## src/rtl/uart_pkg.sv

```systemverilog
// Shared types and constants for the UART transmit arbiter.
// Pure declarations, no logic.
package uart_pkg;

  typedef enum logic [1:0] {
    ST_IDLE  = 2'd0,
    ST_START = 2'd1,
    ST_BUSY  = 2'd2,
    ST_GAP   = 2'd3
  } arb_state_t;

  // Two low cycles let the transmitter's two-flop edge detector re-arm.
  localparam int GAP_CYC      = 2;
  localparam int WDOG_CYC_DEF = 64;

endpackage

```

## src/rtl/uart_tx_arbiter_if.sv

```systemverilog
// Requester and transmitter bundle for uart_tx_arbiter.
// slave = arbiter view, master = requesters plus transmitter view.
interface uart_tx_arbiter_if #(
  parameter int N_REQ = 4
);
  localparam int IDW = (N_REQ > 1) ? $clog2(N_REQ) : 1;

  logic [N_REQ-1:0]   req_valid;
  logic [8*N_REQ-1:0] req_data;
  logic [N_REQ-1:0]   req_ready;
  logic               tx_busy;
  logic               send_en;
  logic [7:0]         send_data;
  logic [IDW-1:0]     grant_id;
  logic               tx_done;
  logic               err_timeout;

  modport master (
    output req_valid, req_data, tx_busy,
    input  req_ready, send_en, send_data, grant_id, tx_done, err_timeout
  );

  modport slave (
    input  req_valid, req_data, tx_busy,
    output req_ready, send_en, send_data, grant_id, tx_done, err_timeout
  );
endinterface

```

## src/rtl/uart_rr_pick.sv

```systemverilog
// Combinational winner search: first set request at or after ptr (wrapping).
// Zero latency; ptr tied to 0 gives fixed lowest-index priority.
module uart_rr_pick #(
  parameter  int N_REQ = 4,
  localparam int IDW   = (N_REQ > 1) ? $clog2(N_REQ) : 1
) (
  input  logic [N_REQ-1:0] req,
  input  logic [IDW-1:0]   ptr,
  output logic [N_REQ-1:0] gnt,
  output logic [IDW-1:0]   idx,
  output logic             vld
);

  logic [N_REQ-1:0] rot;
  logic [IDW-1:0]   off;
  logic [IDW:0]     sum;

  // Rotate so that requester ptr lands on bit 0.
  assign rot = N_REQ'({req, req} >> ptr);

  always_comb begin
    off = '0;
    vld = 1'b0;
    for (int i = N_REQ - 1; i >= 0; i--) begin
      if (rot[i]) begin
        off = IDW'(i);
        vld = 1'b1;
      end
    end
  end

  assign sum = {1'b0, ptr} + {1'b0, off};
  assign idx = (sum >= (IDW+1)'(N_REQ)) ? IDW'(sum - (IDW+1)'(N_REQ)) : sum[IDW-1:0];

  always_comb begin
    gnt = '0;
    for (int i = 0; i < N_REQ; i++) begin
      gnt[i] = vld && (idx == IDW'(i));
    end
  end

endmodule

```

## src/rtl/uart_tx_arbiter.sv

```systemverilog
// Arbitrates N_REQ byte sources onto one UART transmitter; UART_ARB_RR_EN selects round-robin, else fixed priority.
// Latency: grant at the IDLE edge, send_en rises on that edge; 1 IDLE + 2 GAP cycles between frames.
// Backpressure: req_ready only in IDLE; watchdog aborts a frame whose tx_busy never rises.
module uart_tx_arbiter
  import uart_pkg::*;
#(
  parameter int N_REQ    = 4,
  parameter int WDOG_CYC = WDOG_CYC_DEF
) (
  input  logic              sys_clk,
  input  logic              sys_rst_n,
  uart_tx_arbiter_if.slave  bus
);

  localparam int IDW = (N_REQ > 1) ? $clog2(N_REQ) : 1;
  localparam int WDW = $clog2(WDOG_CYC + 1);
  localparam int GCW = $clog2(GAP_CYC + 1);
  localparam logic [WDW-1:0] WDOG_LAST = WDW'(WDOG_CYC - 1);
  localparam logic [GCW-1:0] GAP_LAST  = GCW'(GAP_CYC - 1);

  arb_state_t       state, state_nxt;
  logic [WDW-1:0]   wdog;
  logic [GCW-1:0]   gap_cnt;
  logic [IDW-1:0]   pick_ptr;
  logic [N_REQ-1:0] pick_gnt;
  logic [IDW-1:0]   pick_idx;
  logic             pick_vld;
  logic [7:0]       pick_dat;

  logic [N_REQ-1:0] ready_c;
  logic             xfer;
  logic             send_en_c;
  logic             done_c;
  logic             tmo_c;

  logic             send_en_q;
  logic [7:0]       send_data_q;
  logic [IDW-1:0]   grant_id_q;
  logic             tx_done_q;
  logic             err_timeout_q;

  uart_rr_pick #(.N_REQ(N_REQ)) u_pick (
    .req (bus.req_valid),
    .ptr (pick_ptr),
    .gnt (pick_gnt),
    .idx (pick_idx),
    .vld (pick_vld)
  );

`ifdef UART_ARB_RR_EN
  logic [IDW-1:0] rr_ptr;
  logic [IDW:0]   ptr_inc;

  assign ptr_inc  = {1'b0, pick_idx} + (IDW+1)'(1);
  assign pick_ptr = rr_ptr;

  always_ff @(posedge sys_clk or negedge sys_rst_n) begin
    if (!sys_rst_n) begin
      rr_ptr <= '0;
    end else if (xfer) begin
      rr_ptr <= (ptr_inc == (IDW+1)'(N_REQ)) ? '0 : ptr_inc[IDW-1:0];
    end
  end
`else
  assign pick_ptr = '0;
`endif

  always_comb begin
    pick_dat = '0;
    for (int i = 0; i < N_REQ; i++) begin
      if (pick_gnt[i]) pick_dat = bus.req_data[8*i +: 8];
    end
  end

  always_ff @(posedge sys_clk or negedge sys_rst_n) begin
    if (!sys_rst_n) state <= ST_IDLE;
    else            state <= state_nxt;
  end

  always_comb begin
    state_nxt = state;
    case (state)
      ST_IDLE:  if (pick_vld) state_nxt = ST_START;
      ST_START: begin
        if (bus.tx_busy)            state_nxt = ST_BUSY;
        else if (wdog == WDOG_LAST) state_nxt = ST_GAP;
      end
      ST_BUSY:  if (!bus.tx_busy) state_nxt = ST_GAP;
      ST_GAP:   if (gap_cnt == GAP_LAST) state_nxt = ST_IDLE;
      default:  state_nxt = ST_IDLE;
    endcase
  end

  // req_ready is gated by reset so it drops together with send_en.
  always_comb begin
    ready_c   = '0;
    xfer      = 1'b0;
    send_en_c = 1'b0;
    done_c    = 1'b0;
    tmo_c     = 1'b0;
    case (state)
      ST_IDLE: begin
        ready_c   = sys_rst_n ? pick_gnt : '0;
        xfer      = pick_vld;
        send_en_c = pick_vld;
      end
      ST_START: begin
        send_en_c = !bus.tx_busy && (wdog != WDOG_LAST);
        tmo_c     = !bus.tx_busy && (wdog == WDOG_LAST);
      end
      ST_BUSY:  done_c = !bus.tx_busy;
      default:  ;
    endcase
  end

  always_ff @(posedge sys_clk or negedge sys_rst_n) begin
    if (!sys_rst_n) begin
      send_en_q     <= 1'b0;
      send_data_q   <= '0;
      grant_id_q    <= '0;
      tx_done_q     <= 1'b0;
      err_timeout_q <= 1'b0;
      wdog          <= '0;
      gap_cnt       <= '0;
    end else begin
      send_en_q     <= send_en_c;
      tx_done_q     <= done_c;
      err_timeout_q <= tmo_c;
      if (xfer) begin
        send_data_q <= pick_dat;
        grant_id_q  <= pick_idx;
      end
      // Saturating count; cleared whenever START is entered or left.
      if (state == ST_START && state_nxt == ST_START)
        wdog <= (wdog == WDOG_LAST) ? wdog : wdog + WDW'(1);
      else
        wdog <= '0;
      if (state == ST_GAP && state_nxt == ST_GAP)
        gap_cnt <= gap_cnt + GCW'(1);
      else
        gap_cnt <= '0;
    end
  end

  assign bus.req_ready   = ready_c;
  assign bus.send_en     = send_en_q;
  assign bus.send_data   = send_data_q;
  assign bus.grant_id    = grant_id_q;
  assign bus.tx_done     = tx_done_q;
  assign bus.err_timeout = err_timeout_q;

endmodule
```

## src/flat_wrapper.sv

```systemverilog
// flat-port wrapper written by rule: the top's interface ports become plain ports
module uart_tx_arbiter_flat import uart_pkg::*;
#(
  parameter int N_REQ    = 4,
  parameter int WDOG_CYC = WDOG_CYC_DEF
)
  (sys_clk, sys_rst_n, bus_req_valid, bus_req_data, bus_tx_busy, bus_req_ready, bus_send_en, bus_send_data, bus_grant_id, bus_tx_done, bus_err_timeout);
  uart_tx_arbiter_if #(.N_REQ(N_REQ)) bus_i ();
  input  logic sys_clk;
  input  logic sys_rst_n;
  input wire logic [$bits(bus_i.req_valid)-1:0] bus_req_valid;
  input wire logic [$bits(bus_i.req_data)-1:0] bus_req_data;
  input wire logic [$bits(bus_i.tx_busy)-1:0] bus_tx_busy;
  output wire logic [$bits(bus_i.req_ready)-1:0] bus_req_ready;
  output wire logic [$bits(bus_i.send_en)-1:0] bus_send_en;
  output wire logic [$bits(bus_i.send_data)-1:0] bus_send_data;
  output wire logic [$bits(bus_i.grant_id)-1:0] bus_grant_id;
  output wire logic [$bits(bus_i.tx_done)-1:0] bus_tx_done;
  output wire logic [$bits(bus_i.err_timeout)-1:0] bus_err_timeout;
  assign bus_i.req_valid = bus_req_valid;
  assign bus_i.req_data = bus_req_data;
  assign bus_i.tx_busy = bus_tx_busy;
  assign bus_req_ready = bus_i.req_ready;
  assign bus_send_en = bus_i.send_en;
  assign bus_send_data = bus_i.send_data;
  assign bus_grant_id = bus_i.grant_id;
  assign bus_tx_done = bus_i.tx_done;
  assign bus_err_timeout = bus_i.err_timeout;
  uart_tx_arbiter #(.N_REQ(N_REQ), .WDOG_CYC(WDOG_CYC)) u_core (.sys_clk(sys_clk), .sys_rst_n(sys_rst_n), .bus(bus_i));
endmodule
```

## config.mk

```make
export PLATFORM = sky130hd
export DESIGN_NAME = uart_tx_arbiter_flat
export DESIGN_NICKNAME = d
export VERILOG_FILES = /design/src/rtl/uart_pkg.sv /design/src/rtl/uart_tx_arbiter_if.sv /design/src/rtl/uart_rr_pick.sv /design/src/rtl/uart_tx_arbiter.sv /design/src/flat_wrapper.sv
export SDC_FILE = /design/constraint.sdc
export NUM_CORES = 1
export LEC_CHECK = 0
export ABC_AREA = 1
export CAP_MARGIN = 20
export CORE_MARGIN = 2
export CORE_UTILIZATION = 30
export CTS_CLUSTER_SIZE = 30
export DETAILED_ROUTE_END_ITERATION = 10
export GPL_TIMING_DRIVEN = 0
export MAX_ROUTING_LAYER = met4
export PLACE_DENSITY = 0.58
export SYNTH_ARGS = -nofsm -noshare
export SYNTH_HDL_FRONTEND = slang
export SYNTH_HIERARCHICAL = 1
export SYNTH_SLANG_ARGS = --single-unit
```

## constraint.sdc

```tcl
create_clock -name sys_clk -period 2.86 [get_ports sys_clk]
set_clock_uncertainty 0.1 [all_clocks]
set_input_delay 0.572 -clock sys_clk [delete_from_list [all_inputs] [get_ports sys_clk]]
set_output_delay 0.572 -clock sys_clk [all_outputs]
set_load 0.005 [all_outputs]
```

### Word level (Yosys, flattened, before mapping)

Index checks and enable logic that the tools add are counted.

| word-level totals | value |
|---|---|
| register bits after elaboration | 24 |
| input bits | 39 |
| logic and storage cells | 63 |

| operators by class | value |
|---|---|
| add/sub/neg operators | 3 |
| magnitude comparators | 1 |
| equality and inequality tests | 12 |
| multiplexer cells | 28 |
| reductions and logical operators | 11 |

Operator list:

| operator | count |
|---|---|
| two-way mux 8 bit | 4 |
| two-way mux 2 bit | 11 |
| two-way mux 7 bit | 2 |
| == test 2 bit (second input constant) | 5 |
| == test 2 x 1 -> 1 bit (second input constant) | 4 |
| logical AND 1 bit | 8 |
| two-way mux 4 bit | 2 |
| case mux 2 bit (4 select lines) | 1 |
| adder 7 x 1 -> 7 bit (second input constant) | 1 |
| == test 7 x 6 -> 1 bit (second input constant) | 1 |
| two-way mux 1 bit | 7 |
| inequality test 7 x 6 -> 1 bit (second input constant) | 1 |
| zero test 2 bit | 2 |
| greater-or-equal comparator 2 x 3 -> 1 bit (second input constant) | 1 |
| adder 2 x 1 -> 2 bit (second input constant) | 1 |
| inequality test 2 bit (second input constant) | 1 |
| case mux 1 bit (2 select lines) | 1 |
| subtractor 2 x 1 -> 2 bit (second input constant) | 1 |
| zero test 1 bit | 1 |

### Logic depth before layout (Yosys ltp)

Gate-level depths: netlist of the first run.

| depth | value |
|---|---|
| depth after elaboration | 12 |
| gate-level depth with buffers | 20 |
| gate-level depth less buffers | 19 |

### Hierarchy

Netlist of the first run, hierarchy kept.

By module, submodules not included:

| module | times used | cells each | area an instance (um^2) | seq. area each (um^2) |
|---|---|---|---|---|
| uart_tx_arbiter | 1 | 193 | 1378.8 | 600.6 |
| uart_rr_pick | 1 | 43 | 261.5 | 0.0 |

### Least setup slack after synthesis of the first run

Ideal clock, no wire load.

| timing path | value |
|---|---|
| kind | input to output |
| from | in bus_req_valid[2] |
| to | out bus_req_ready[2] |
| arrival | 1.954 ns |
| required time | 2.188 ns |
| path slack | 0.234 ns |
| stages on the path | 12 |
| cells stage by stage | nand2_1 > nand3_1 > nand2_1 > nand3_1 > a21boi_0 > ha_1 > inv_1 > nand2_2 > a21oi_1 > buf_2 > clkinv_1 > nor2_1 |

| on the way | value |
|---|---|
| longest elaborated chain between the ends | 9 |
| elaborated cells on any way between the ends | 13 |

Ends and longest elaborated chain:

| item | line | text |
|---|---|---|
| from (decl) | flat_wrapper.sv:11 | `input wire logic [$bits(bus_i.req_valid)-1:0] bus_req_valid;` |
| two-way mux 2 bit (*) (3 in a row) | uart_rr_pick.sv:25 | `if (rot[i]) begin` |
| greater-or-equal comparator 2 x 3 -> 1 bit / subtractor 2 x 1 -> 2 bit (equally long branches) | uart_rr_pick.sv:33 | `assign idx = (sum >= (IDW+1)'(N_REQ)) ? IDW'(sum - (IDW+1)'(N_REQ)) : sum[IDW-1:0];` |
| two-way mux 2 bit (*) | uart_rr_pick.sv:33 |  |
| named net u_core.pick_idx[0] | uart_tx_arbiter.sv:26 | `logic [IDW-1:0] pick_idx;` |
| == test 2 bit (*) | uart_rr_pick.sv:38 | `gnt[i] = vld && (idx == IDW'(i));` |
| logical AND 1 bit (*) | uart_rr_pick.sv:38 |  |
| named net u_core.pick_gnt[2] | uart_tx_arbiter.sv:25 | `logic [N_REQ-1:0] pick_gnt;` |
| two-way mux 4 bit (*) | uart_tx_arbiter.sv:103 | `ready_c = sys_rst_n ? pick_gnt : '0;` |
| two-way mux 4 bit (*) | uart_tx_arbiter.sv:101 | `case (state)` |
| to (decl) | flat_wrapper.sv:14 | `output wire logic [$bits(bus_i.req_ready)-1:0] bus_req_ready;` |

The timed path passes the listed nets; every way through them passes the cells marked *.

### Final worst setup path of the first run

| timing path | value |
|---|---|
| from | in bus_req_valid[2] |
| to | out bus_req_ready[1] |

| on the way | value |
|---|---|
| longest elaborated chain between the ends | 9 |
| elaborated cells on any way between the ends | 13 |

Ends and longest elaborated chain:

| item | line |
|---|---|
| two-way mux 2 bit (*) (3 in a row) | uart_rr_pick.sv:25 |
| greater-or-equal comparator 2 x 3 -> 1 bit / subtractor 2 x 1 -> 2 bit (equally long branches) | uart_rr_pick.sv:33 |
| two-way mux 2 bit (*) | uart_rr_pick.sv:33 |
| named net u_core.pick_idx[0] | uart_tx_arbiter.sv:26 |
| == test 2 x 1 -> 1 bit (*) | uart_rr_pick.sv:38 |
| logical AND 1 bit (*) | uart_rr_pick.sv:38 |
| named net u_core.pick_gnt[1] | uart_tx_arbiter.sv:25 |
| two-way mux 4 bit (*) | uart_tx_arbiter.sv:103 |
| two-way mux 4 bit (*) | uart_tx_arbiter.sv:101 |

Marks and branches as above.

==> results of run 1 <==
-- cells by family (layout without fill, tap and decap cells) --
| group | Yosys count | in the layout | synth area share (%) |
|---|---|---|---|
| adders and majority gates | 3 | 3 | 2.29 |
| xor gates and xnor gates | 4 | 4 | 2.14 |
| AOI/OAI and AO/OA | 24 | 24 | 9.31 |
| other | 1 | 12 | 0.229 |
| DFF | 24 | 24 | 36.6 |
| and+or+nand+nor | 145 | 145 | 40.1 |
| buffers and inverters | 35 | 114 | 9.31 |
-- worst reg2reg max path, stage by stage (launching register included) --
cell,delay [ns]
dfrtp_1,0.43
ha_1,0.25
nand3_1,0.14
nor2_1,0.07
o21ai_0,0.16
nand2_1,0.07
-- routing by layer --
layer	track usage (%)	wire [um]
met3	3.02	237
met1	19.2	1940
met4	4.56	70
met5	-	0
met2	24.3	1990
-- through the flow --
| stage | setup TNS (ns) | hold WS, ns | std cells | utilization, % |
|---|---|---|---|---|
| global route | 0 | 0.356 | 396 | 50.3 |
| detailed placement | -4.63 | 0.325 | 373 | 45.1 |
| global placement | -4.73 | 0.321 | 372 | 44.6 |
| CTS | -0.630 | 0.337 | 391 | 49.3 |
| finish | 0 | 0.336 | 396 | 50.3 |
| floorplan | 0 | 0.176 | 247 | - |
-- report_power, final --
part	leakage (nW)	internal (mW)	switching (mW)
Sequential	0.314	0.440	0.0687
Combinational	0.996	0.384	0.388
Clock	0.0357	0.187	0.114
Total	1.35	1.01	0.571
-- timing repair --
item | CTS | global route
pin swaps | 9 | 4
setup buffers | 15 | 5
gates resized for setup | 32 | 14
setup endpoints to repair | 4 | 4
-- final timing paths --
kind	end	slack (ns)
min	u_core/gap_cnt[0]	0.34
max in group asynchronous	u_core/state[0]	1.69
max	bus_req_ready[1]	0.15
min in group asynchronous	u_core/wdog[6]	0.51
min reg2reg	u_core/gap_cnt[0]	0.34
max reg2reg	u_core/state[1]	1.53
-- state kept, by name, summed over array words and instances, names as in the netlist --
signal / cells
u_core/state: 2
u_core/bus.err_timeout: 1
u_core/bus.send_en: 1
u_core/bus.grant_id: 2
u_core/bus.tx_done: 1
u_core/gap_cnt: 2
u_core/bus.send_data: 8
u_core/wdog: 7
-- final cells by class --
class	count	area, um2	area share [%]
Clock buffer	3	41.3	1.58
Tap cell	70	87.6	3.34
Multi-Input combinational cell	188	975	37.2
Sequential cell	24	601	22.9
Clock inverter	1	30.0	1.15
Inverter	28	120	4.59
Timing Repair Buffer	76	707	27.0
Buffer	6	57.6	2.20
-- cell usage in the layout (no fill, tap or decap), types with 2 or more instances in the layout --
cell,Yosys,final
a21oi_1,11,10
a21oi_2,8,9
buf_2,4,4
buf_4,1,22
buf_6,1,2
clkbuf_2,0,2
clkbuf_8,0,3
clkdlybuf4s50_1,0,47
clkinv_4,1,2
conb_1,1,12
dfrtp_1,24,24
dlymetal6s2s_1,0,2
ha_1,3,3
inv_1,22,21
inv_2,4,4
nand2_1,86,81
nand2_2,7,12
nand2_4,4,4
nand3_1,23,19
nand3_2,1,5
nor2_1,18,16
nor2_2,3,4
nor2_4,1,2
o21ai_0,4,4
xnor2_1,2,2
xor2_1,2,2
==> summary.txt, run 1 <==
Outcome
  – Status: complete, no violations

Yosys
  – Yosys warns: 6
  – Top_reg_cell synth: dfrtp_1
  – Yosys reg bits: 24
  – Mapped Cells: between 200 and 250
  – Register area share after synthesis: between 30% and 40%
  – Yosys top cell by area: dfrtp_1
  – Netlist cell types: 27
  – Synth top area cells: dfrtp_1 (37%), nand2_1 (20%), nand3_1 (7.0%), inv_1 (5.0%), a21oi_2 (4.3%)
  – Most common cell in the netlist: nand2_1
  – Async SR Flop Fraction: between 90% and 100%
  – Mapped Avg Cell Area: around 7.0 um2
  – EDFF count, synth: 0
  – Mapped Area: roughly 1600 um2
  – Share of the synthesized area in the top cell type: 36.6%
  – Commonest cells in the synthesized netlist: nand2_1 (86), dfrtp_1 (24), nand3_1 (23)

STA
  – Final hold violations: 0
  – Post-layout worst setup margin: between 0.15 and 0.2 ns
  – Post-layout min period: roughly 2.7 ns
  – Max Freq: 369 MHz
  – Final setup vio count: 0
  – Final Cycle Share: between 90% and 100%
  – RSZ-0062 raised after global routing: false
  – Slew Viols, Final: 0

Clock network
  – H-tree levels: 1
  – CTS tree: done
  – CTS Sinks: 24
  – Reg clk slew, reported paths: about 0.08 ns
  – CTS Buf Count: 3
  – Clock Latency Late Sink: 0.27 ns
  – Hold Buf Count CTS: 0
  – Root Buffer: clkbuf_8
  – CTS Buffer Depth: 2

Critical path
  – CP startpoint: bus_req_valid[2]
  – Critical-path cell list: clkbuf_2 -> nand2_2 -> nand3_2 -> nand2_2 -> nand3_2 -> a21boi_1 -> ha_1 -> nand2_2 -> nor2_2 -> buf_6 -> inv_6 -> nor2_1 -> dlygate4sd2_1
  – Crit-path slowest cell: dlygate4sd2_1
  – CP Max Fanout: 9
  – WP data arrival: around 2.0 ns
  – Cell mode on critical path: nand2_2
  – R2R depth: 5
  – Crit end category: primary output
  – Worst setup path class: primary input to primary output
  – Reg-to-Reg Start: u_core/wdog[0]
  – CP delay by family, top: simple AND/OR/NAND/NOR gates
  – Crit path depth: 13
  – Crit path buffers/inverters: 4
  – CP required: 2.19 ns
  – Startpoint Class: primary input
  – Crit path largest cell delay: approximately 0.24 ns

Routing
  – Number of iterations in the first detailed-routing pass: 4
  – Initial DRC Count: 83
  – DRC viols: 0
  – WL per Instance: approximately 11 um
  – Vias: roughly 1.7k
  – Post-Route WL: ~4200 um
  – DRT antenna net count: 0
  – Vias per cell: around 4.2

Die
  – Initial core utilization: 31.5%
  – Core Rows: 26
  – Chip height: 77.9 um
  – DIE AREA: between 6000 and 7000 um2
  – Ports: 56
  – Die Wd: between 70 and 80 um
  – Core area: around 5200 um2

Finish
  – Fin area: between 2000 and 3000 um2
  – Filler cells: between 500 and 600
  – Share of layout cells above drive strength 1: around a quarter
  – Layout area overhead: 59.6%
  – N_diodes: 0
  – Fin nets: ~370

Power and ir drop
  – Total power: around 1.6 mW
  – LEAKAGE: 1.35 nW
  – Power Dens Cells: 604 nW/um2
  – Max VDD drop: approximately 0.36 mV

GRT
  – First-pass GRT wire length: 7270 um
  – Vias in the first global route: between 1.5k and 2k
  – Grt ovf: 0
  – Initial antenna violation count: 0
  – Pin count of the biggest net entering global routing: 21
  – All-Layer GR Usage: between 10% and 20%

Placed design
  – Detailed Place HPWL: ~3200 um
  – Port buffer count: 55
  – GPL Wtd Cong: 0.826
  – Post-DP Area: approximately 2300 um2
  – Place WS: -0.952 ns

Min path
  – Class of the worst hold path: flip-flop to flip-flop
  – Hold Path Cell Cnt: 1
  – Hold Path Origin: u_core/gap_cnt[0]

Run
  – Max-cap violations: 0
Note: power is estimated with default switching activity, not from simulation.
==> run 2: changes to the inputs <==
--- a/config.mk
+++ b/config.mk
@@ -7,7 +7,6 @@
 export LEC_CHECK = 0
 export ABC_AREA = 1
 export CAP_MARGIN = 20
-export CORE_MARGIN = 2
 export CORE_UTILIZATION = 30
 export CTS_CLUSTER_SIZE = 30
 export DETAILED_ROUTE_END_ITERATION = 10
==> run 2 against run 1 <==
Worst hold slack got worse by 0.0048 ns. Core utilization shrank 2.0 points. Sequential power is essentially flat. Global-route usage hardly changed. Clock power fell by 36%. Cell area shrank 4.5%. Critical path type unchanged. Largest cell class unchanged. Highest routed layer unchanged.
==> summary.txt, run 2 (synthesized netlist as in run 1, its figures left out) <==
Routing
  – DRC viols: 0 (unchanged)
  – WL per Instance: 10.5 um (was 10.7 um)
  – Vias per cell: 4.29 (was 4.24)
  – DRT antenna net count: 0 (unchanged)
  – Post-Route WL: 4050 um (was 4240 um)
  – Vias: 1660 (was 1680)
  – Initial DRC Count: 79 (was 83)
  – Number of iterations in the first detailed-routing pass: 4 (unchanged)

Min path
  – Hold Path Origin: u_core/gap_cnt[0] (unchanged)
  – Hold Path Cell Cnt: 1 (unchanged)
  – WHS Endpoint: u_core/gap_cnt[0] (unchanged)
  – Class of the worst hold path: flip-flop to flip-flop (unchanged)

GRT
  – Initial antenna violation count: 0 (unchanged)
  – Pin count of the biggest net entering global routing: 15 (was 21)
  – Grt ovf: 0 (unchanged)
  – Vias in the first global route: 1548 (was 1672)
  – All-Layer GR Usage: 15.1% (about the same)
  – First-pass GRT wire length: 6870 um (was 7270 um)

STA
  – Slew Viols, Final: 0 (unchanged)
  – RSZ-0062 raised after global routing: false (unchanged)
  – Total Neg Setup Slack: 0 ns (unchanged)
  – Max Freq: 371 MHz (was 369 MHz)
  – Worst Tran Pin Value: between 0.6 and 0.7 ns
  – Final Cycle Share: 94.4% (was 94.7%)
  – Post-layout min period: 2.70 ns (was 2.71 ns)
  – Final hold violations: 0 (unchanged)
  – Final setup vio count: 0 (unchanged)
  – Normalized max-slew margin: a little under three fifths

Power and ir drop
  – Switch share: 37.7% (was 36.1%)
  – Max VDD drop: 0.206 mV (was 0.364 mV)
  – Clk network pwr share: 13.2% (was 19.1%)
  – Logic pwr share: 52.1% (was 48.8%)
  – LEAKAGE: 1.29 nW (was 1.35 nW)
  – NetSw: 0.552 mW (was 0.571 mW)
  – Power Dens Cells: 585 nW/um2 (was 604 nW/um2)
  – Reg power frac: 34.7% (was 32.1%)
  – Internal Pwr Total: 0.911 mW (was 1.01 mW)

Critical path
  – Reg2Reg Capture Point: u_core/state[1] (unchanged)
  – Crit end category: primary output (unchanged)
  – CP Max Fanout: 14 (was 9)
  – R2R depth: 5 (unchanged)
  – Crit path buffers/inverters: 3 (was 4)
  – WP data arrival: 2.03 ns (was 2.04 ns)
  – Worst setup path class: primary input to primary output (unchanged)
  – Reg-to-Reg Start: u_core/wdog[0] (unchanged)
  – Startpoint Class: primary input (unchanged)
  – Crit path largest cell delay: 0.88 ns (was 0.24 ns)
  – CP delay by family, top: buffers and inverters (was simple AND/OR/NAND/NOR gates)
  – Crit-path slowest cell: clkdlybuf4s50_1 (was dlygate4sd2_1)
  – Register-to-register setup slack: 1.54 ns (was 1.53 ns)
  – Critical-path cell list: clkdlybuf4s50_1 -> buf_8 -> nand2_1 -> nor2_1 -> buf_2 (was clkbuf_2 -> nand2_2 -> nand3_2 -> nand2_2 -> nand3_2 -> a21boi_1 -> ha_1 -> nand2_2 -> nor2_2 -> buf_6 -> inv_6 -> nor2_1 -> dlygate4sd2_1)
  – CP required: 2.19 ns (about the same)

Die
  – Chip height: 75.9 um (was 77.9 um)
  – Ports: 56 (unchanged)
  – Initial core utilization: 31.7% (was 31.5%)
  – DIE AREA: 5770 um2 (was 6080 um2)
  – Core area: 5170 um2 (was 5200 um2)
  – Core Rows: 26 (unchanged)
  – Die Wd: 75.9 um (was 77.9 um)

Finish
  – N_diodes: 0 (unchanged)
  – Max reg flops: 8 (unchanged)
  – Most frequent cells in the layout: nand2_1 (82), clkdlybuf4s50_1 (47), dfrtp_1 (24) (was nand2_1 (81), clkdlybuf4s50_1 (47), dfrtp_1 (24))
  – Most common cell after layout, fill and taps aside: nand2_1 (unchanged)
  – Share of layout cells above drive strength 1: 21.5% (was 24.5%)
  – Fin nets: 361 (was 369)
  – Layout area overhead: 52.5% (was 59.6%)
  – Non-Filler Instances: 387 (was 396)

Clock network
  – CTS Buffer Depth: 2 (unchanged)
  – Root Buffer: clkbuf_8 (unchanged)
  – CTS Sinks: 24 (unchanged)
  – Hold Buf Count CTS: 0 (unchanged)
  – CTS tree: done (unchanged)
  – H-tree levels: 1 (unchanged)
  – Reg clk slew, reported paths: 0.08 ns (about the same)
  – Clock Latency Late Sink: 0.26 ns (was 0.27 ns)
  – CTS Buf Count: 3 (unchanged)

Outcome
  – Status: complete, no violations (unchanged)

Placed design
  – Detailed Place HPWL: 3100 um (was 3160 um)
  – Dpl cells: 373 (unchanged)
  – Port buffer count: 55 (unchanged)
  – GPL Wtd Cong: 0.877 (was 0.826)

Run
  – Max-cap violations: 0 (unchanged)
## run 2: cell types whose count changed in the layout (fill, tap and decap cells not counted), sizes merged
cell	previous run	this run
bufinv	1	0
dlygate4sd2	1	0
buf	30	23
## run 2: worst register-to-register path: cells and delay by family, from the launching register on
| kind | cells | cell delay [ns] |
|---|---|---|
| compound gates | 1 | 0.16 |
| fa+ha+maj | 1 | 0.26 |
| flops | 1 | 0.43 |
| simple gates | 3 | 0.27 |
## run 2: metal layers
metal	routed length, um	GRT usage [%]	vias up
met1	2010	19.1	724
met3	236	3.98	4
li1	-	-	882
met4	61	4.04	0
met2	1740	23.9	50
met5	0	-	-
## run 2: per-stage QoR
step	power [mW]	utilization (%)	instance area (um2)	hold WS [ns]	setup WS [ns]
2_1_floorplan	0.916	-	1680	0.176	0.234
3_3_place_gp	1.21	44.8	2320	0.321	-0.987
3_5_place_dp	1.22	45.1	2330	0.326	-0.944
4_1_cts	1.47	47.9	2480	0.337	-0.214
5_1_grt	1.59	48.4	2500	0.360	0.00736
6_report	1.46	48.4	2500	0.332	0.161
## run 2: layout make-up
class                      count  area [um2]
inverter                      28         120
multi-input combinational    188         963
buffer                         6        57.6
timing repair buffer          68         631
fill                         511        2670
clock buffer                   3        41.3
sequential                    24         601
tap                           70        87.6
## run 2: power groups by stage
stage	registers, mW	clock network (mW)	logic [mW]
global route	0.525	0.214	0.853
global placement	0.517	0	0.697
detailed placement	0.515	0	0.708
finish	0.508	0.193	0.762
floorplan	0.512	0	0.405
CTS	0.511	0.201	0.757
## run 2: worst max path at each step
| stage | from | endpoint | slack, ns | cells after the start |
|---|---|---|---|---|
| finish | sys_rst_n | bus_req_ready[3] | 0.16 | 5 |
| global route | sys_rst_n | bus_req_ready[3] | 0.007 | 5 |
| CTS | bus_req_valid[3] | bus_req_ready[2] | -0.21 | 13 |
| detailed placement | bus_req_valid[2] | bus_req_ready[2] | -0.94 | 14 |
| global placement | bus_req_valid[2] | bus_req_ready[0] | -0.99 | 14 |
| floorplan | bus_req_valid[2] | bus_req_ready[2] | 0.23 | 12 |
## run 2: repair_timing
action                                  CTS  global route
resized for setup                        34            11
pin swaps                                12             8
endpoints found under the setup margin    4             4
setup buffers                             9             3
==> RTL change 1, RTL diff (config.mk and constraints of run 1) <==
Set the package constant `WDOG_CYC_DEF` to 128 (it was 64).
--- a/src/rtl/uart_pkg.sv
+++ b/src/rtl/uart_pkg.sv
@@ -11,7 +11,7 @@
 
   // Two low cycles let the transmitter's two-flop edge detector re-arm.
   localparam int GAP_CYC      = 2;
-  localparam int WDOG_CYC_DEF = 64;
+  localparam int WDOG_CYC_DEF = 128;
 
 endpackage
 
Function: same outputs for any inputs over 10 cycles, from zero or initial values and one cycle with sys_rst_n low; that may be too few to reach the edited logic, so the function may still have changed.
==> RTL change 1 against run 1 <==
- combinational power shrank 3.5%
- worst setup slack got worse by 50 ps
- area after synthesis up 3.4%
- final area shrank 0.53%
- maximum frequency down 1.8%
- sequential cell count increased by 1
- total power fell by 6.0%
- clock power shrank 30%
- critical path type unchanged
- via count rose by 0.65%
- critical path depth stayed put
- wire length fell by 3.4%
==> RTL change 1: results (changes against run 1) <==
Synthesis
  • Post-synthesis sequential area ratio: 36.90% (+0.29 points)
  • Most used DFF post-synth: dfrtp_1
  • Synth Area in Adders: 2.214% (-0.074 points)
  • Synth top cells by count: 94 x nand2_1, 35 x nor2_1, 25 x dfrtp_1, 22 x nand3_1, 18 x inv_1
  • Largest cells by area after synthesis: dfrtp_1 37%, nand2_1 21%, nor2_1 7.7%
  • Post-synth ARST share: 100.0% (unchanged)
  • Library cells used by synthesis: 28 (+3.7%)
  • Synth Area in Compound Gates: 4.354% (-5.0 points)
  • XOR/XNOR Fraction of Synth Area: 1.550% (-0.59 points)
  • Syn Area/Cell: 6.754 µm² (-2.8%)

Worst setup path
  • CP max-delay cell: ha_1
  • Crit. Startpoint: bus_req_valid[0]
  • Critical Path AT: 2080 ps (+40 ps)
  • Reg2Reg Depth: 6 (+1)
  • Critical Path Max Stage Delay: 290 ps (+50 ps)
  • Critical Path Fanout Max: 3 (-6)
  • FF-to-FF setup slack: 1440 ps (-90 ps)
  • Worst r2r dst: u_core/bus.send_en$_DFF_PN0_
  • CP Capture Point: bus_req_ready[2]
  • FF-to-FF Start: u_core/wdog[0]$_DFFE_PN0P_
  • Cell family with most CP delay: buffers and inverters

Global routing
  • Met3 Use GR: 2.727% (-0.30 points)
  • Met1 Track Usage GR: 16.31% (-2.9 points)
  • Total track usage: 14.10% (-0.98 points)
  • Largest net degree at the start of global routing: 21 (unchanged)
  • First-pass GRT wire length: 6.969 mm (-4.1%)
  • Vias in the first global route: 1637 (-2.1%)
  • GR Util met2: 25.08% (+0.77 points)

Detailed routing
  • Met2 wire len: 1.969 mm (-0.81%)
  • Initial DRC count: 38 (-54%)
  • Via Count: 1691 (+0.65%)
  • DR WL/cell: 10.07 µm (-5.8%)
  • Met1 wire length: 1.846 mm (-5.0%)
  • Met3 WL: 259 µm (+9.3%)
  • Top Metal Used: met4

Place
  • Detailed Place HPWL: 3.164 mm (+0.25%)
  • Final GP Congestion: 0.7869 (-4.7%)
  • Place WS: -995.1 ps (-43.15 ps)
  • Number of port buffers: 55 (unchanged)
  • Placed Cells: 390 (+4.6%)
  • Area post-placement: 0.002405 mm² (+2.5%)

Clock network
  • Worst skew pair latency: 270 ps (about the same)
  • H-tree Lvls: 1 (unchanged)

Hold path
  • Hold WC Path Type: input pin to asynchronous set/reset pin

Pwr
  • Clk power: 0.000212 W (-30%)
  • Static Leak: 1.331 nW (-1.2%)
  • Sw Pwr: 0.0005547 W (-2.9%)
  • Share of total power in combinational logic: 50.1% (+1.3 points)
  • Max VDD drop: 0.0002300 V (-37%)
  • Cell area power density: 570.6 mW/mm² (-5.5%)

Status
  • Outcome: completed

Layout
  • Diode count: 0 (unchanged)
  • Share of post-route cells with drive strength above 1: 20.36% (-4.2 points)
  • # fillers: 584 (+7.9%)
  • Final Non-Filler Cells: 406 (+2.5%)
  • Final nets: 377 (+2.2%)

Timing
  • Max Clk Rate: 362.7 MHz (-1.8%)
  • Worst hold slack: 111.9 ps (-224.6 ps)
==> RTL change 1: cell types whose count changed after synthesis, moves of 2 or more <==
cell     delta
nor2_1     +17
a21oi_2     -8
nand2_1     +8
inv_1       -4
buf_2       -2
nor2_2      +2
o21ai_0     -2
==> RTL change 1: repair_timing <==
item,in CTS,in global routing
endpoints found under the setup margin,4,4
buffers inserted,13,0
resized for setup,38,9
gates cloned,0,0
pin swaps,12,2
==> RTL change 1: final cells by class <==
| cell class | instances | area [µm²] | share of cell area [%] |
|---|---|---|---|
| buffer | 5 | 45.04 | 1.729 |
| sequential | 25 | 625.6 | 24.02 |
| clock buffer | 4 | 45.04 | 1.729 |
| tap | 72 | 90.09 | 3.458 |
| multi-input combinational | 206 | 1030 | 39.53 |
| inverter | 25 | 116.4 | 4.467 |
| timing repair buffer | 69 | 653.1 | 25.07 |
==> RTL change 2, RTL diff (config.mk and constraints of run 1) <==
Without the edit above. Re-encode `arb_state_t` (4 states) as one-hot, 4 bits wide.
--- a/src/rtl/uart_pkg.sv
+++ b/src/rtl/uart_pkg.sv
@@ -2,11 +2,11 @@
 // Pure declarations, no logic.
 package uart_pkg;
 
-  typedef enum logic [1:0] {
-    ST_IDLE  = 2'd0,
-    ST_START = 2'd1,
-    ST_BUSY  = 2'd2,
-    ST_GAP   = 2'd3
+  typedef enum logic [3:0] {
+    ST_IDLE  = 4'b0001,
+    ST_START = 4'b0010,
+    ST_BUSY  = 4'b0100,
+    ST_GAP   = 4'b1000
   } arb_state_t;
 
   // Two low cycles let the transmitter's two-flop edge detector re-arm.
Check against the original RTL: no difference found for any inputs over 10 cycles, from zero or initial values and one cycle with sys_rst_n low; not proved beyond that.
==> RTL change 2 against run 1 <==
- sequential cell count rose by 2
- die area is 9.7% higher
- core utilization decreased by 2.7 points
- sequential share of layout area rose by 0.31 points
- global-route usage decreased by 0.76 points
- highest routed layer unchanged
- non-clock buffer count down 7
- worst setup slack worse by 43 ps
- area after synthesis grew 10%
- clock power rose by 3%
- total power up 18%
- wire length is 9.8% higher
- final area rose by 7.1%
- count of clock-buffer cells in the layout stayed put
==> RTL change 2: results (changes against run 1) <==
Global routing
  • Largest net degree at the start of global routing: 20 (-4.8%)
  • Met1 Track Usage GR: 18.60% (-0.57 points)
  • First-pass GRT wire length: 7.362 mm (+1.3%)
  • Vias in the first global route: 1632 (-2.4%)
  • GR Util met2: 23.85% (-0.46 points)
  • Met3 Use GR: 1.758% (-1.3 points)
  • Total track usage: 14.31% (-0.76 points)

Clock network
  • CTS clock-pin slew for the worst setup and hold paths: 100 ps (+20 ps)
  • Setup bufs post-CTS: 8 (-7)
  • Post-CTS sizing: 40 (+25%)

Layout
  • Multi-input gates: 180 (-4.3%)
  • Buffers, non-clock: 75 (-8.5%)
  • Non-clk buf share: 25.61% (-3.6 points)
  • Multi-input combinational area share: 36.55% (-0.67 points)
  • Final nets: 385 (+4.3%)
  • Seq/total area: 23.25% (+0.31 points)
  • # fillers: 580 (+7.2%)
  • Clk cell area share: 2.544% (-0.18 points)
  • Nonclk inv count: 57 (+100%)
  • Share of post-route cells with drive strength above 1: 27.19% (+2.7 points)

Worst setup path
  • FF-to-FF setup slack: 1460 ps (-70 ps)
  • Worst r2r dst: u_core/bus.send_data[6]$_DFFE_PN0P_
  • Reg2Reg Depth: 6 (+1)
  • Critical Path Fanout Max: 3 (-6)
  • Critical Path AT: 2080 ps (+40 ps)
  • Critical Path Max Stage Delay: 260 ps (+20 ps)
  • Cell family with most CP delay: buffers and inverters

Synthesis
  • Register bit count reported by yosys: 26 (+8.3%)
  • Post-synthesis sequential area ratio: 36.06% (-0.56 points)
  • Gate Count Post-Synth: 259 (+9.7%)
  • Synth top cells by count: 59 x nand2_1, 42 x inv_1, 33 x nand3_1, 25 x dfrtp_1, 19 x nor2_1
  • Largest cells by area after synthesis: dfrtp_1 35%, nand2_1 12%, nand3_1 9.1%
  • Library cells used by synthesis: 28 (+3.7%)

Timing
  • Worst hold slack: 338.6 ps (+2.181 ps)

Pwr
  • Total power: 0.001861 W (+18%)
  • Internal power: 0.001149 W (+14%)
  • Static Leak: 1.487 nW (+10%)

Place
  • Final GP Congestion: 0.7611 (-7.8%)
  • Placed Cells: 401 (+7.5%)
  • Detailed Place HPWL: 3.441 mm (+9.0%)
  • Area post-placement: 0.002521 mm² (+7.4%)

Detailed routing
  • DR WL/cell: 11.16 µm (+4.3%)
  • Met3 WL: 157 µm (-34%)
  • DR vias/cell: 4.273 (+0.73%)
  • Via Count: 1782 (+6.1%)
  • Met2 wire len: 2.421 mm (+22%)
  • Met1 wire length: 2.052 mm (+5.6%)
  • Initial DRC count: 47 (-43%)

Status
  • Outcome: completed

Floorplan
  • Tapcells inserted: 75 (+7.1%)
RTL change 2: changes by cell type after synthesis, sizes merged, moves of 3 or more:
cell / change
nor2: +7
inv: +28
nand2: -28
nand3: +11
nand4: +3
RTL change 2: worst max-delay path by stage:
stage	start	slack [ps]	end
after global placement	bus_req_valid[2]	-1110	bus_req_ready[2]
after detailed placement	bus_req_valid[2]	-1070	bus_req_ready[2]
after global routing	bus_req_valid[0]	1	bus_req_ready[1]
final	bus_req_valid[0]	110	bus_req_ready[3]
after CTS	bus_req_valid[3]	-230	bus_req_ready[3]
after floorplan	bus_req_valid[2]	220	bus_req_ready[2]
RTL change 2: logic make-up (layout without fill, tap and decap cells):
group	count (synthesis)	in the layout	share of synthesized area, %
buffers and inverters	64	136	14.46
AOI/OAI and AO/OA	22	22	7.681
xor gates and xnor gates	4	4	1.938
DFF	26	26	36.06
and+or+nand+nor	139	139	37.58
adders and majority gates	3	3	2.076
other	1	12	0.2074
